<file path="src/rtl/com_stream_ctrl.sv">
// Host stream controller: loads host words into shared memory, starts the cores, unloads results.
// Optional build macro COM_CHECKSUM_EN appends an XOR checksum word after the result words.
module com_stream_ctrl #(
  parameter int DATA_W   = 16,
  parameter int ADDR_W   = 12,
  parameter int OUT_BASE = 0,
  parameter int OUT_LEN  = 16
) (
  input  logic              clk,
  input  logic              rst_n,
  input  logic [DATA_W-1:0] com_data_in,
  input  logic              data_write_start,
  input  logic              data_write_done,
  output logic              mem_we,
  output logic [ADDR_W-1:0] mem_addr,
  output logic [DATA_W-1:0] mem_wdata,
  input  logic [DATA_W-1:0] mem_rdata,
  output logic              core_start,
  input  logic              core_done,
  output logic [DATA_W-1:0] com_data_out,
  output logic              output_write_start,
  output logic              output_write_done,
  output logic              load_overflow
);

  // state  | meaning
  // IDLE   | waiting for first host word (written to address 0 on arrival)
  // LOAD   | writing host words at the load pointer until data_write_done
  // RUN    | core_start pulsed on entry, waiting for core_done
  // UNLOAD | reading result words and streaming them to the host
  // DONE   | finished, waiting for data_write_start to drop
  typedef enum logic [2:0] {IDLE, LOAD, RUN, UNLOAD, DONE} state_t;

  localparam int CNT_W = ADDR_W + 1;
  localparam logic [ADDR_W-1:0] BASE    = ADDR_W'(OUT_BASE);
  localparam logic [CNT_W-1:0]  LEN     = CNT_W'(OUT_LEN);
  localparam logic [CNT_W-1:0]  LAST_RD = CNT_W'(OUT_LEN - 1);

  state_t             state;
  logic [CNT_W-1:0]   load_ptr;
  logic [ADDR_W-1:0]  rd_addr;
  logic [CNT_W-1:0]   rd_cnt;
  logic [DATA_W-1:0]  hold_q;
  logic               load_active;
`ifdef COM_CHECKSUM_EN
  logic [DATA_W-1:0]  chk_q;
  logic               chk_phase_q;
`endif

  // Writes happen in the cycle the word is presented; MSB of load_ptr marks a full memory.
  assign load_active = rst_n && (state == IDLE || state == LOAD) &&
                       data_write_start && !load_ptr[ADDR_W];
  assign mem_we      = load_active;
  assign mem_wdata   = load_active ? com_data_in : '0;
  assign mem_addr    = (state == UNLOAD) ? rd_addr : load_ptr[ADDR_W-1:0];

  // Read data arrives one cycle after the address, so the valid word passes straight through.
`ifdef COM_CHECKSUM_EN
  assign com_data_out = chk_phase_q ? chk_q : (output_write_start ? mem_rdata : hold_q);
`else
  assign com_data_out = output_write_start ? mem_rdata : hold_q;
`endif

  always_ff @(posedge clk or negedge rst_n) begin
    if (!rst_n) begin
      state              <= IDLE;
      load_ptr           <= '0;
      rd_addr            <= '0;
      rd_cnt             <= '0;
      hold_q             <= '0;
      core_start         <= 1'b0;
      output_write_start <= 1'b0;
      output_write_done  <= 1'b0;
      load_overflow      <= 1'b0;
`ifdef COM_CHECKSUM_EN
      chk_q              <= '0;
      chk_phase_q        <= 1'b0;
`endif
    end else begin
      core_start         <= 1'b0;
      output_write_start <= 1'b0;
      output_write_done  <= 1'b0;
      if (output_write_start) hold_q <= com_data_out;
`ifdef COM_CHECKSUM_EN
      chk_phase_q <= 1'b0;
`endif
      case (state)
        IDLE: begin
          if (data_write_start) begin
            load_ptr <= CNT_W'(1);
            state    <= LOAD;
          end
        end
        LOAD: begin
          if (data_write_start) begin
            if (load_ptr[ADDR_W]) load_overflow <= 1'b1;
            else                  load_ptr      <= load_ptr + 1'b1;
          end
          if (data_write_done) begin
            core_start <= 1'b1;
            state      <= RUN;
          end
        end
        RUN: begin
          if (core_done) begin
            rd_addr <= BASE;
            rd_cnt  <= '0;
`ifdef COM_CHECKSUM_EN
            chk_q   <= '0;
`endif
            state   <= UNLOAD;
          end
        end
        UNLOAD: begin
          if (rd_cnt < LEN) begin
            output_write_start <= 1'b1;
            rd_addr            <= rd_addr + 1'b1;
            rd_cnt             <= rd_cnt + 1'b1;
`ifndef COM_CHECKSUM_EN
            output_write_done  <= (rd_cnt == LAST_RD);
`endif
          end
`ifdef COM_CHECKSUM_EN
          else if (rd_cnt == LEN) begin
            output_write_start <= 1'b1;
            output_write_done  <= 1'b1;
            chk_phase_q        <= 1'b1;
            rd_cnt             <= rd_cnt + 1'b1;
          end
          if (output_write_start && !chk_phase_q) chk_q <= chk_q ^ mem_rdata;
`endif
          if (output_write_done) state <= DONE;
        end
        DONE: begin
          if (!data_write_start) begin
            load_ptr <= '0;
            state    <= IDLE;
          end
        end
        default: state <= IDLE;
      endcase
    end
  end

endmodule

</file>
<file path="config.mk">
export PLATFORM = sky130hd
export DESIGN_NAME = com_stream_ctrl
export DESIGN_NICKNAME = d
export VERILOG_FILES = /design/src/rtl/com_stream_ctrl.sv
export SDC_FILE = /design/constraint.sdc
export NUM_CORES = 1
export LEC_CHECK = 0
export ABC_AREA = 1
export ABC_CLOCK_PERIOD_IN_PS = 1500
export CAP_MARGIN = 20
export CELL_PAD_IN_SITES_DETAIL_PLACEMENT = 0
export CELL_PAD_IN_SITES_GLOBAL_PLACEMENT = 2
export CORE_UTILIZATION = 28
export CTS_BUF_LIST = sky130_fd_sc_hd__clkbuf_16
export DETAILED_ROUTE_END_ITERATION = 8
export HOLD_SLACK_MARGIN = 0.02
export PLACE_DENSITY_LB_ADDON = 0.15
export RECOVER_POWER = 50
export SETUP_SLACK_MARGIN = 0.4
export SYNTH_ARGS = -nofsm -noshare
export SYNTH_HDL_FRONTEND = slang
export SYNTH_SLANG_ARGS = --single-unit
</file>
<file path="constraint.sdc">
create_clock -name clk -period 1.5 [get_ports clk]
set_input_delay 0.15 -clock clk [delete_from_list [all_inputs] [get_ports clk]]
set_output_delay 0.15 -clock clk [all_outputs]
set_load 0.02 [all_outputs]
</file>
## Yosys cells after proc, flatten, opt, wreduce, memory -nomap -nowiden

Index checks and enable logic that the tools add are counted.

- Register bits: 61
- Bits of input ports: 37
- Output and inout bits: 49

- $add $sub $neg: 3
- $lt $le $gt $ge: 1
- Equal/unequal tests: 13
- Mux-type cells: 26
- Reductions and logical operators: 13

Operator list:

| operator | count |
|---|---|
| 13-bit 2-to-1 mux | 6 |
| 13-bit one-hot mux with 3 select lines | 1 |
| 12-bit 2-to-1 mux | 3 |
| 16-bit 2-to-1 mux | 2 |
| 13-bit by 1-bit adder with 13-bit output (second input constant) | 2 |
| 13-bit one-hot mux with 2 select lines | 1 |
| 12-bit one-hot mux with 2 select lines | 1 |
| 3-bit 2-to-1 mux | 5 |
| 3-bit one-hot mux with 5 select lines | 1 |
| 2-bit inequality test (second input constant) | 7 |
| 13-bit by 4-bit equality test with 1-bit output (second input constant) | 1 |
| 13-bit by 5-bit less-than comparator with 1-bit output (second input constant) | 1 |
| 12-bit by 1-bit adder with 12-bit output (second input constant) | 1 |
| 5-bit AND reduction | 2 |
| 3-bit by 2-bit equality test with 1-bit output (second input constant) | 2 |
| 1-bit 2-to-1 mux | 6 |
| 3-bit AND reduction | 2 |
| 4-bit AND reduction | 1 |
| 3-bit by 1-bit equality test with 1-bit output (second input constant) | 1 |
| 3-bit equality test (second input constant) | 1 |
| 1-bit logical AND | 3 |
| 3-bit zero test | 1 |
| 3-bit nonzero test | 1 |
| 2-bit by 1-bit inequality test with 1-bit output (second input constant) | 1 |
| 3 further kinds | 3 |

## Longest topological paths before layout

Gate-level depths: netlist of the first run.

- Depth after elaboration: 6
- Mapped depth: 10
- Depth with buffers taken out: 10

## Worst setup path after synthesis of the first run

Ideal clock, no wire load.

- Kind: register to output
- Start: register state[2]
- End: output mem_addr[6]
- Data arrival time: 1360 ps
- Path slack: -10 ps
- Cell stages (with the launch flop): 6
- Buffers on the path: 1
- Cell sequence: dfrtp_1 -> inv_2 -> nand3_4 -> inv_1 -> clkbuf_1 -> o21ai_0

- Cells in the longest elaborated chain, start to end: 2

Ends and longest elaborated chain:

| element | RTL line | RTL |
|---|---|---|
| from (decl) | 39 | `state_t state;` |
| from (signal assigned) | 66 | `state <= IDLE;` |
| from (signal assigned) | 91 | `state <= LOAD;` |
| from (signal assigned) | 101 | `state <= RUN;` |
| 3-bit by 2-bit equality test with 1-bit output | 55 | `assign mem_addr = (state == UNLOAD) ? rd_addr : load_ptr[ADDR_W-1:0];` |
| 12-bit 2-to-1 mux | 55 |  |
| to (decl) | 15 | `output logic [ADDR_W-1:0] mem_addr,` |

No other way between the ends.

## Worst setup path in the final report of the first run

- Start: register state[2]
- End: output mem_wdata[1]

- Cells in the longest elaborated chain, start to end: 6

Ends and longest elaborated chain:

| element | RTL line | RTL |
|---|---|---|
| 3-bit by 1-bit equality test with 1-bit output / 3-bit zero test (equally long branches) | 51 | `assign load_active = rst_n && (state == IDLE \|\| state == LOAD) &&` |
| 1-bit logical OR (*) | 51 |  |
| 1-bit logical AND (*) (2 in series) | 51 |  |
| 1-bit logical AND (*) | 52 | `data_write_start && !load_ptr[ADDR_W];` |
| 16-bit 2-to-1 mux (*) | 54 | `assign mem_wdata = load_active ? com_data_in : '0;` |
| to (decl) | 16 | `output logic [DATA_W-1:0] mem_wdata,` |

Every way passes the cells marked *; elsewhere a longest branch is shown, timed or not.

==> results of run 1 <==
[flip-flops by register name (all words and copies together), names as in the netlist]
signal / flops
output_write_done: 1
rd_addr: 12
core_start: 1
state: 3
output_write_start: 1
load_overflow: 1
rd_cnt: 13
hold_q: 16
load_ptr: 13
[layout make-up]
type | count | area share
Clock buffer | 9 | 0.0360
Tap cell | 143 | 0.0286
Timing Repair Buffer | 176 | 0.293
Multi-Input combinational cell | 286 | 0.349
Sequential cell | 61 | 0.245
Clock inverter | 6 | 0.00881
Inverter | 58 | 0.0388
[layer usage]
layer	vias up	global-route usage	wire (um)
li1	1694	-	-
met1	1620	0.237	4800
met2	72	0.289	4950
met3	10	0.0343	448
met4	0	0.0486	111
met5	-	0	0
[through the flow]
step                       util  hold WS (ps)
final                     0.543           358
after global routing      0.543           436
after detailed placement  0.454           388
after CTS                 0.516          34.8
after global placement    0.454           381
after floorplan               -          -146
[how the worst min path moves through the flow]
| stage | start | end | slack (ps) | depth (start not counted) |
|---|---|---|---|---|
| 2_1_floorplan | rst_n | core_start | -150 | 0 |
| 3_3_place_gp | rst_n | hold_q[1] | 380 | 2 |
| 3_5_place_dp | rst_n | hold_q[15] | 390 | 2 |
| 4_1_cts | rst_n | hold_q[14] | 30 | 2 |
| 5_1_grt | rst_n | rd_cnt[8] | 440 | 2 |
| 6_report | rst_n | hold_q[15] | 360 | 2 |
[cells in the final DEF, fill, tap and decap left out, drive strengths merged, types with 5 or more instances in the layout]
master / netlist / routed
clkdlybuf4s50: 0 / 35
buf: 8 / 137
nand4: 14 / 14
a21oi: 8 / 8
dfrtp: 61 / 61
nand3: 24 / 24
inv: 58 / 57
clkinv: 0 / 5
clkbuf: 4 / 13
nor3: 5 / 5
nor2: 63 / 63
nand2: 90 / 90
o21ai: 38 / 38
mux2: 32 / 32
[timing repair]
item                       in CTS  in global routing
gates resized for setup       343                 53
pin swaps                      14                 11
buffers inserted               11                  9
setup endpoints to repair     107                107
gates cloned                    6                  2
[cell families after synthesis]
family | count (synthesis)
simple gates | 199
fa+ha+maj | 3
xor+xnor | 4
flops | 61
buf+inv | 70
mux | 32
compound gates | 48
[critical path: cells and delay by family (launching register included)]
kind / cells / cell delay, ps
and+or+nand+nor: 3 / 320
DFF: 1 / 410
buffers and inverters: 3 / 450
[power breakdown]
group,internal (mW),leakage [nW],total [mW],switching [mW]
clock,1.26,0.136,1.98,0.721
sequential,2.06,0.796,2.36,0.304
combinational,3.87,1.96,7.15,3.28
total,7.18,2.89,11.5,4.31
==> qor.yml, run 1 <==
outcome:
  status: "finished with violations"
  violations: "design-rule violations, negative setup slack"
timing:
  setup_viol: 74
  rsz0062_at_grt: "true"
  setup_slack_ps: -162
  slew_headroom: 0.359
  fmax_ghz: 0.602
  slew_viol_final: 0
  worstMarginPinSlew_ps: 961
  fin_crit_ps: 1660
  fin_crit_sh: 1.11
  fin_worst_skew_ps: 7.22
  final-hold-violation-count: 0
  tns_ps: -5590
detailed_routing:
  drt_wl_total_mm: 10.3
  remaining_drc_errors: 16
  wl_per_cell_um: 14.0
  routed_via_density: 4.60
  drtPass1Iterations: 6
  ant_nets: 0
  drt_iter0_markers: 151
  num_vias: 3396
grt:
  grt_start_max_net_pins: 38
  grt_pass1_vias: 3388
  grt_antenna_before_repair: 0
  grt_usage: 0.176
  grt_pass1_wl_mm: 17.1
  grt_overflow: 0
finish:
  antennaDiodeCount: 0
  final_area_mm2: 0.00625
  layout.cells.non_filler: 739
  n_fill_cell: 1042
  regArea_mm2: 0.00153
  drive_gt1_frac: 0.471
  multi_input_area_mm2: 0.00218
  area_delta_synth_final_pct: 86.5
  layout.nets: 632
critical_path:
  worstPathArrival_ps: 1510
  critical_path.startpoint: "state[2]"
  regToRegStartpoint: "state[2]"
  cpPeakStageDelay_ps: 410
  cp_slowest_cell: "dfrtp_1"
  path_cells: "nor2_2, nand4_1, buf_6, clkbuf_16, nor2_4, buf_6"
  critPathKind: "register to primary output"
  cpMostUsedCell: "buf_6"
  r2r_end: "rd_cnt[0]"
  endpoint: "mem_wdata[1]"
  r2r_cells: 11
  endpoint_kind: "primary output"
  r2r_setup_slack_ps: -70
  critPathLaunchType: "register"
  cp.required_ps: 1350
  worst-path-max-fanout: 4
clocking:
  root_buffer: "clkbuf_16"
  cts_hold_buf: 0
  insertion_delay_ps: 320
  cts_max_level: 3
  clkSinkCount: 61
  clk_pin_slew_ps: 50
  cts_buffer_depth: 2
  cts_buffers: 9
  cts_tree: "yes"
floorplanning:
  die_area_mm2: 0.0124
  floorplan.initialDensity: 0.291
  fp-row-count: 39
  die_h_um: 111
  ios: 86
  core_area_mm2: 0.0115
  die_w_um: 111
synth:
  synth_mux_area_frac: 0.108
  post_synth_xor_area_fraction: 0.0105
  ys_ff_latch: 61
  synth_cell_types: 26
  synthSimpleGateAreaFrac: 0.257
  synthTopCellsByCount: "nand2_1, dfrtp_1, nor2_1, inv_1, o21ai_0"
  async_flop_share: 1.00
  yosysTopAreaCell: "dfrtp_1"
  syn_inst: 417
  synthMostInstantiatedCell: "nand2_1"
  yosys_most_used_dff: "dfrtp_1"
  yosysWarnings: 0
  synthAdderAreaFrac: 0.0112
  synth_area_leaders: "dfrtp_1, mux2_2, nand2_1"
  synth_edf_count: 0
  synth_nets: 457
  synth_compound_area_frac: 0.0732
  synth_area_mm2: 0.00335
  syn_area_per_cell_um2: 8.04
  netlist.area_leader.share: 0.456
  synth_top_family_by_area: "simple AND/OR/NAND/NOR gates"
  yosysSeqAreaShare: 0.456
placement:
  portBuffers: 85
  pre_cts_ws_ps: -336
  gp_congestion: 0.756
  placed_area_mm2: 0.00522
  dp_cells: 696
  hpwl_mm: 7.16
worst_hold_path:
  min_path_type: "input pin to async pin"
pwr:
  p_total_mw: 11.5
  cellPowerDensity_mw_per_mm2: 1840
  irDropWorstVdd_uv: 1050
  leakage_nw: 2.89
run:
  maxCapViolCount: 0
Note: power is estimated with default switching activity, not from simulation.
==> run 2: changes to the inputs <==
--- a/config.mk
+++ b/config.mk
@@ -10,9 +10,10 @@
 export CAP_MARGIN = 20
 export CELL_PAD_IN_SITES_DETAIL_PLACEMENT = 0
 export CELL_PAD_IN_SITES_GLOBAL_PLACEMENT = 2
-export CORE_UTILIZATION = 28
+export CORE_UTILIZATION = 36
 export CTS_BUF_LIST = sky130_fd_sc_hd__clkbuf_16
 export DETAILED_ROUTE_END_ITERATION = 8
+export DONT_BUFFER_PORTS = 1
 export HOLD_SLACK_MARGIN = 0.02
 export PLACE_DENSITY_LB_ADDON = 0.15
 export RECOVER_POWER = 50
==> qor.yml, run 2 (same netlist as run 1, synthesis figures left out) <==
timing:
  fin_worst_skew_ps: 4.84  # was 7.22 ps
  fmax_ghz: 0.598  # was 0.602 GHz
  setup_viol: 52  # was 74
  fin_crit_ps: 1670  # was 1660 ps
  worstMarginPinSlew_ps: 470  # was 961 ps
  setup_slack_ps: -172  # was -162 ps
  slew_viol_final: 0  # unchanged
  slew_headroom: 0.685  # was 0.359
  final-hold-violation-count: 61  # was 0
  hold_ws_ps: -479  # was 358 ps
  fin_crit_sh: 1.11  # about the same
  rsz0062_at_grt: "true"  # unchanged
finish:
  area_delta_synth_final_pct: 64.7  # was 86.5%
  regMostFlops: "hold_q"  # unchanged
  layout.cells.non_filler: 624  # was 739
  largest_register_ffs: 16  # unchanged
  antennaDiodeCount: 0  # unchanged
  final_common_cell: "nand2_1"  # was buf_6
  regArea_mm2: 0.00153  # about the same
  drive_gt1_frac: 0.461  # was 0.471
  layout.nets: 551  # was 632
  reg_top3: "hold_q (16), load_ptr (13), rd_cnt (13)"  # unchanged
  multi_input_area_mm2: 0.00226  # was 0.00218 mm^2
  layout_common_cells: "nand2_1, dfrtp_1, inv_1"  # was buf_6, nand2_1, dfrtp_1
  n_fill_cell: 766  # was 1042
  final_area_mm2: 0.00552  # was 0.00625 mm^2
placement:
  dp_cells: 558  # was 696
  placed_area_mm2: 0.00417  # was 0.00522 mm^2
  portBuffers: 0  # was 85
  hpwl_mm: 5.94  # was 7.16 mm
  gp_congestion: 0.764  # was 0.756
detailed_routing:
  drt_wl_total_mm: 9.40  # was 10.3 mm
  ant_nets: 0  # unchanged
  remaining_drc_errors: 8  # was 16
  drtPass1Iterations: 9  # was 6
  num_vias: 3083  # was 3396
  wl_per_cell_um: 15.1  # was 14.0 um
  routed_via_density: 4.94  # was 4.60
  drt_iter0_markers: 108  # was 151
critical_path:
  critPathLaunchType: "register"  # unchanged
  r2r_setup_slack_ps: -60  # was -70 ps
  worst-path-max-fanout: 8  # was 4
  endpoint_kind: "primary output"  # unchanged
  cp.required_ps: 1350  # about the same
  worstPathArrival_ps: 1520  # was 1510 ps
  critPathKind: "register to primary output"  # unchanged
worst_hold_path:
  min_path_type: "input pin to async pin"  # unchanged
grt:
  grt_usage: 0.198  # was 0.176
  grt_pass1_wl_mm: 15.0  # was 17.1 mm
  met2_usage: 0.324  # was 0.289
  grt_start_max_net_pins: 63  # was 38
  grt_antenna_before_repair: 0  # unchanged
  met1_usage: 0.262  # was 0.237
  busiest_layer: "met2"  # unchanged
  grtUsageMet3: 0.0496  # was 0.0343
  grt_overflow: 0  # unchanged
  grt_pass1_vias: 2971  # was 3388
outcome:
  status: "finished with violations"  # unchanged
  violations: "design-rule violations, negative hold slack, negative setup slack"  # was design-rule violations, negative setup slack
clocking:
  cts_max_level: 3  # unchanged
  cts_tree: "yes"  # unchanged
  clkSinkCount: 61  # unchanged
  insertion_delay_ps: 320  # about the same
  cts_buffers: 9  # unchanged
  cts_buffer_depth: 2  # unchanged
  cts_hold_buf: 18  # was 0
  clk_pin_slew_ps: 50  # about the same
  root_buffer: "clkbuf_16"  # unchanged
floorplanning:
  floorplan.initialDensity: 0.379  # was 0.291
  die_h_um: 98.5  # was 111 um
  die_area_mm2: 0.00970  # was 0.0124 mm^2
  fp-row-count: 34  # was 39
  ios: 86  # unchanged
  die_w_um: 98.5  # was 111 um
  core_area_mm2: 0.00885  # was 0.0115 mm^2
pwr:
  irDropWorstVdd_uv: 1070  # was 1050 uV
  p_total_mw: 10.5  # was 11.5 mW
  cellPowerDensity_mw_per_mm2: 1910  # was 1840 mW/mm^2
  leakage_nw: 2.50  # was 2.89 nW
run:
  maxCapViolCount: 0  # unchanged
-- run 2: what timing repair did --
item | in CTS | in global routing
gates resized for setup | 84 | 77
buffers inserted | 15 | 10
pin swaps | 17 | 17
hold endpoints to repair | 80 | 61
endpoints found under the setup margin | 93 | 106
gates cloned | 5 | 2
-- run 2: final cells by class --
class                   count  share of cell area
multi-input cells         286               0.410
flip-flops and latches     61               0.278
repair inverters            1             0.00204
well taps                 108              0.0245
clock inverters             7              0.0107
inverters                  58              0.0435
clock buffers               9              0.0408
repair buffers             94               0.191
-- run 2: metal layers --
metal,share of wire,wire length [um]
met3,0.053,497
met5,0,0
met2,0.48,4510
met4,0.011,103
met1,0.46,4290
-- run 2: worst paths after layout --
kind                            from            to  depth (start not counted)
hold reg to reg            rd_cnt[6]     rd_cnt[6]                          2
min in group clk           core_done      state[1]                          3
max in group asynchronous      rst_n      state[2]                          0
setup / recovery            state[1]  mem_wdata[7]                          6
hold / removal                 rst_n    hold_q[14]                          0
setup reg to reg            state[2]     rd_cnt[0]                         10
-- run 2: through the flow --
step | hold WS [ps] | util | setup slack (ps) | TNS [ps]
2_1_floorplan | -146 | - | 113 | 0
3_3_place_gp | -144 | 0.472 | 88.0 | 0
3_5_place_dp | -144 | 0.472 | 53.2 | 0
4_1_cts | -490 | 0.577 | -148 | -3190
5_1_grt | -494 | 0.624 | -225 | -9040
6_report | -479 | 0.624 | -172 | -4580
-- run 2: power by group --
part	internal [mW]	total (mW)	switching, mW	leakage [nW]
Sequential	2.06	2.43	0.368	0.795
Combinational	3.06	6.14	3.08	1.56
Clock	1.26	1.97	0.706	0.145
Total	6.39	10.5	4.15	2.50
-- run 2: worst max-delay path, stage by stage (launching register included) --
cell and delay (ps):
dfrtp_2 420, nor2_2 130, nand4_1 110, buf_6 160
clkbuf_16 170, nor2_4 80, buf_6 120
==> run 3: changes to the inputs <==
--- a/config.mk
+++ b/config.mk
@@ -16,7 +16,7 @@
 export DONT_BUFFER_PORTS = 1
 export HOLD_SLACK_MARGIN = 0.02
 export PLACE_DENSITY_LB_ADDON = 0.15
-export RECOVER_POWER = 50
+export RECOVER_POWER = 100
 export SETUP_SLACK_MARGIN = 0.4
 export SYNTH_ARGS = -nofsm -noshare
 export SYNTH_HDL_FRONTEND = slang
==> qor.yml, run 3 (same netlist as run 1, synthesis figures left out) <==
detailed_routing:
  wl_per_cell_um: 15.1  # about the same
  drt_wl_total_mm: 9.43  # was 9.40 mm
  num_vias: 3089  # was 3083
  drtPass1Iterations: 9  # unchanged
  remaining_drc_errors: 8  # unchanged
  ant_nets: 0  # unchanged
  routed_via_density: 4.95  # was 4.94
  drt_iter0_markers: 119  # was 108
grt:
  grt_pass1_wl_mm: 15.0  # unchanged
  grt_pass1_vias: 2971  # unchanged
  grt_usage: 0.198  # unchanged
  grt_overflow: 0  # unchanged
  grt_start_max_net_pins: 63  # unchanged
  grt_antenna_before_repair: 0  # unchanged
finish:
  largest_register_ffs: 16  # unchanged
  final_common_cell: "nand2_1"  # unchanged
  layout.nets: 551  # unchanged
  reg_top3: "hold_q (16), load_ptr (13), rd_cnt (13)"  # unchanged
  antennaDiodeCount: 0  # unchanged
  area_delta_synth_final_pct: 62.7  # was 64.7%
  drive_gt1_frac: 0.455  # was 0.461
  final_area_mm2: 0.00545  # was 0.00552 mm^2
  layout_common_cells: "nand2_1, dfrtp_1, inv_1"  # unchanged
  regMostFlops: "hold_q"  # unchanged
pwr:
  cellPowerDensity_mw_per_mm2: 1900  # was 1910 mW/mm^2
  seqPwrFrac: 0.234  # was 0.231
  p_sw_mw: 4.12  # was 4.15 mW
  leakage_nw: 2.48  # was 2.50 nW
  power.share.clock: 0.189  # was 0.187
  intPower_mw: 6.25  # was 6.39 mW
  switching_share: 0.397  # was 0.394
  p_comb_frac: 0.577  # was 0.583
  irDropWorstVdd_uv: 1070  # about the same
timing:
  fin_worst_skew_ps: 4.87  # was 4.84 ps
  rsz0062_at_grt: "true"  # unchanged
  tns_ps: -4600  # was -4580 ps
  setup_slack_ps: -172  # about the same
  hold_ws_ps: -479  # about the same
  final-hold-violation-count: 61  # unchanged
  worstMarginPinSlew_ps: 470  # about the same
  fin_crit_ps: 1670  # about the same
  slew_headroom: 0.685  # unchanged
  fin_crit_sh: 1.11  # about the same
  fmax_ghz: 0.598  # about the same
  slew_viol_final: 0  # unchanged
  setup_viol: 70  # was 52
floorplanning:
  fp-row-count: 34  # unchanged
  die_w_um: 98.5  # unchanged
  die_h_um: 98.5  # unchanged
  ios: 86  # unchanged
  core_area_mm2: 0.00885  # unchanged
  die_area_mm2: 0.00970  # unchanged
  floorplan.initialDensity: 0.379  # unchanged
clocking:
  cts_buffers: 9  # unchanged
  root_buffer: "clkbuf_16"  # unchanged
  clkSinkCount: 61  # unchanged
  cts_buffer_depth: 2  # unchanged
  cts_hold_buf: 18  # unchanged
  cts_tree: "yes"  # unchanged
  insertion_delay_ps: 320  # about the same
  clk_pin_slew_ps: 50  # about the same
  cts_max_level: 3  # unchanged
critical_path:
  cp.required_ps: 1350  # about the same
  endpoint_kind: "primary output"  # unchanged
  critPathKind: "register to primary output"  # unchanged
  worstPathArrival_ps: 1520  # about the same
  critPathLaunchType: "register"  # unchanged
  worst-path-max-fanout: 8  # unchanged
worst_hold_path:
  min_path_type: "input pin to async pin"  # unchanged
placement:
  placed_area_mm2: 0.00417  # unchanged
  portBuffers: 0  # unchanged
  hpwl_mm: 5.94  # unchanged
  gp_congestion: 0.764  # unchanged
  pre_cts_ws_ps: 53.2  # unchanged
outcome:
  violations: "design-rule violations, negative hold slack, negative setup slack"  # unchanged
  status: "finished with violations"  # unchanged
run:
  maxCapViolCount: 0  # unchanged
-- run 3: cell types whose count changed in the layout (fill, tap and decap cells not counted), sizes merged --
cell / before / now
buf: 73 / 70
clkbuf: 12 / 15
-- run 3: cell type report --
type,instances,area [um^2]
Fill cell,778,3400
Multi-Input combinational cell,286,2240
Sequential cell,61,1530
Timing Repair Buffer,94,1010
Inverter,58,240
Clock buffer,9,225
Tap cell,108,135
Clock inverter,7,58.8
Timing Repair inverter,1,11.3
-- run 3: path summary, 6_finish.rpt --
| path | start | endpoint | slack (ps) | depth (start not counted) |
|---|---|---|---|---|
| max | state[1] | mem_wdata[7] | -170 | 6 |
| min | rst_n | hold_q[14] | -480 | 0 |
| max reg2reg | state[2] | rd_cnt[0] | -60 | 10 |
| min reg2reg | rd_cnt[6] | rd_cnt[6] | 500 | 2 |
| max in group asynchronous | rst_n | state[2] | 1850 | 0 |
| min in group clk | core_done | state[1] | 50 | 3 |
-- run 3: layer usage --
layer	track usage	vias up	routed length, um
li1	-	1535	-
met1	0.262	1469	4340
met2	0.324	75	4490
met3	0.0496	10	506
met4	0.0551	0	103
met5	0	-	0
-- run 3: what timing repair did --
item,in CTS,in global routing
pin swaps,17,17
buffers inserted,15,10
gates resized for setup,84,77
gates cloned,5,2
setup endpoints to repair,93,106
endpoints found under the hold margin,80,61
-- run 3: through the flow --
stage          utilization  hold slack (ps)  instances  total power, mW
2_1_floorplan            -             -146        417             5.82
3_3_place_gp         0.472             -144        558             6.48
3_5_place_dp         0.472             -144        558             6.53
4_1_cts              0.577             -490        612             9.81
5_1_grt              0.616             -494        624             11.0
6_report             0.616             -479        624             10.4
-- run 3: critical path: stages, from the launching register on --
cell and delay, ps:
dfrtp_2 420, nor2_2 130, nand4_1 110, buf_6 160, clkbuf_16 170, nor2_4 80
buf_6 120
-- run 3: power by group through the flow --
| stage | clock network (mW) | registers (mW) | logic [mW] |
|---|---|---|---|
| detailed placement | 0 | 2.42 | 4.11 |
| finish | 1.96 | 2.43 | 5.98 |
| global route | 2.09 | 2.48 | 6.40 |
| floorplan | 0 | 2.37 | 3.45 |
| global placement | 0 | 2.40 | 4.08 |
| CTS | 2.02 | 2.43 | 5.37 |
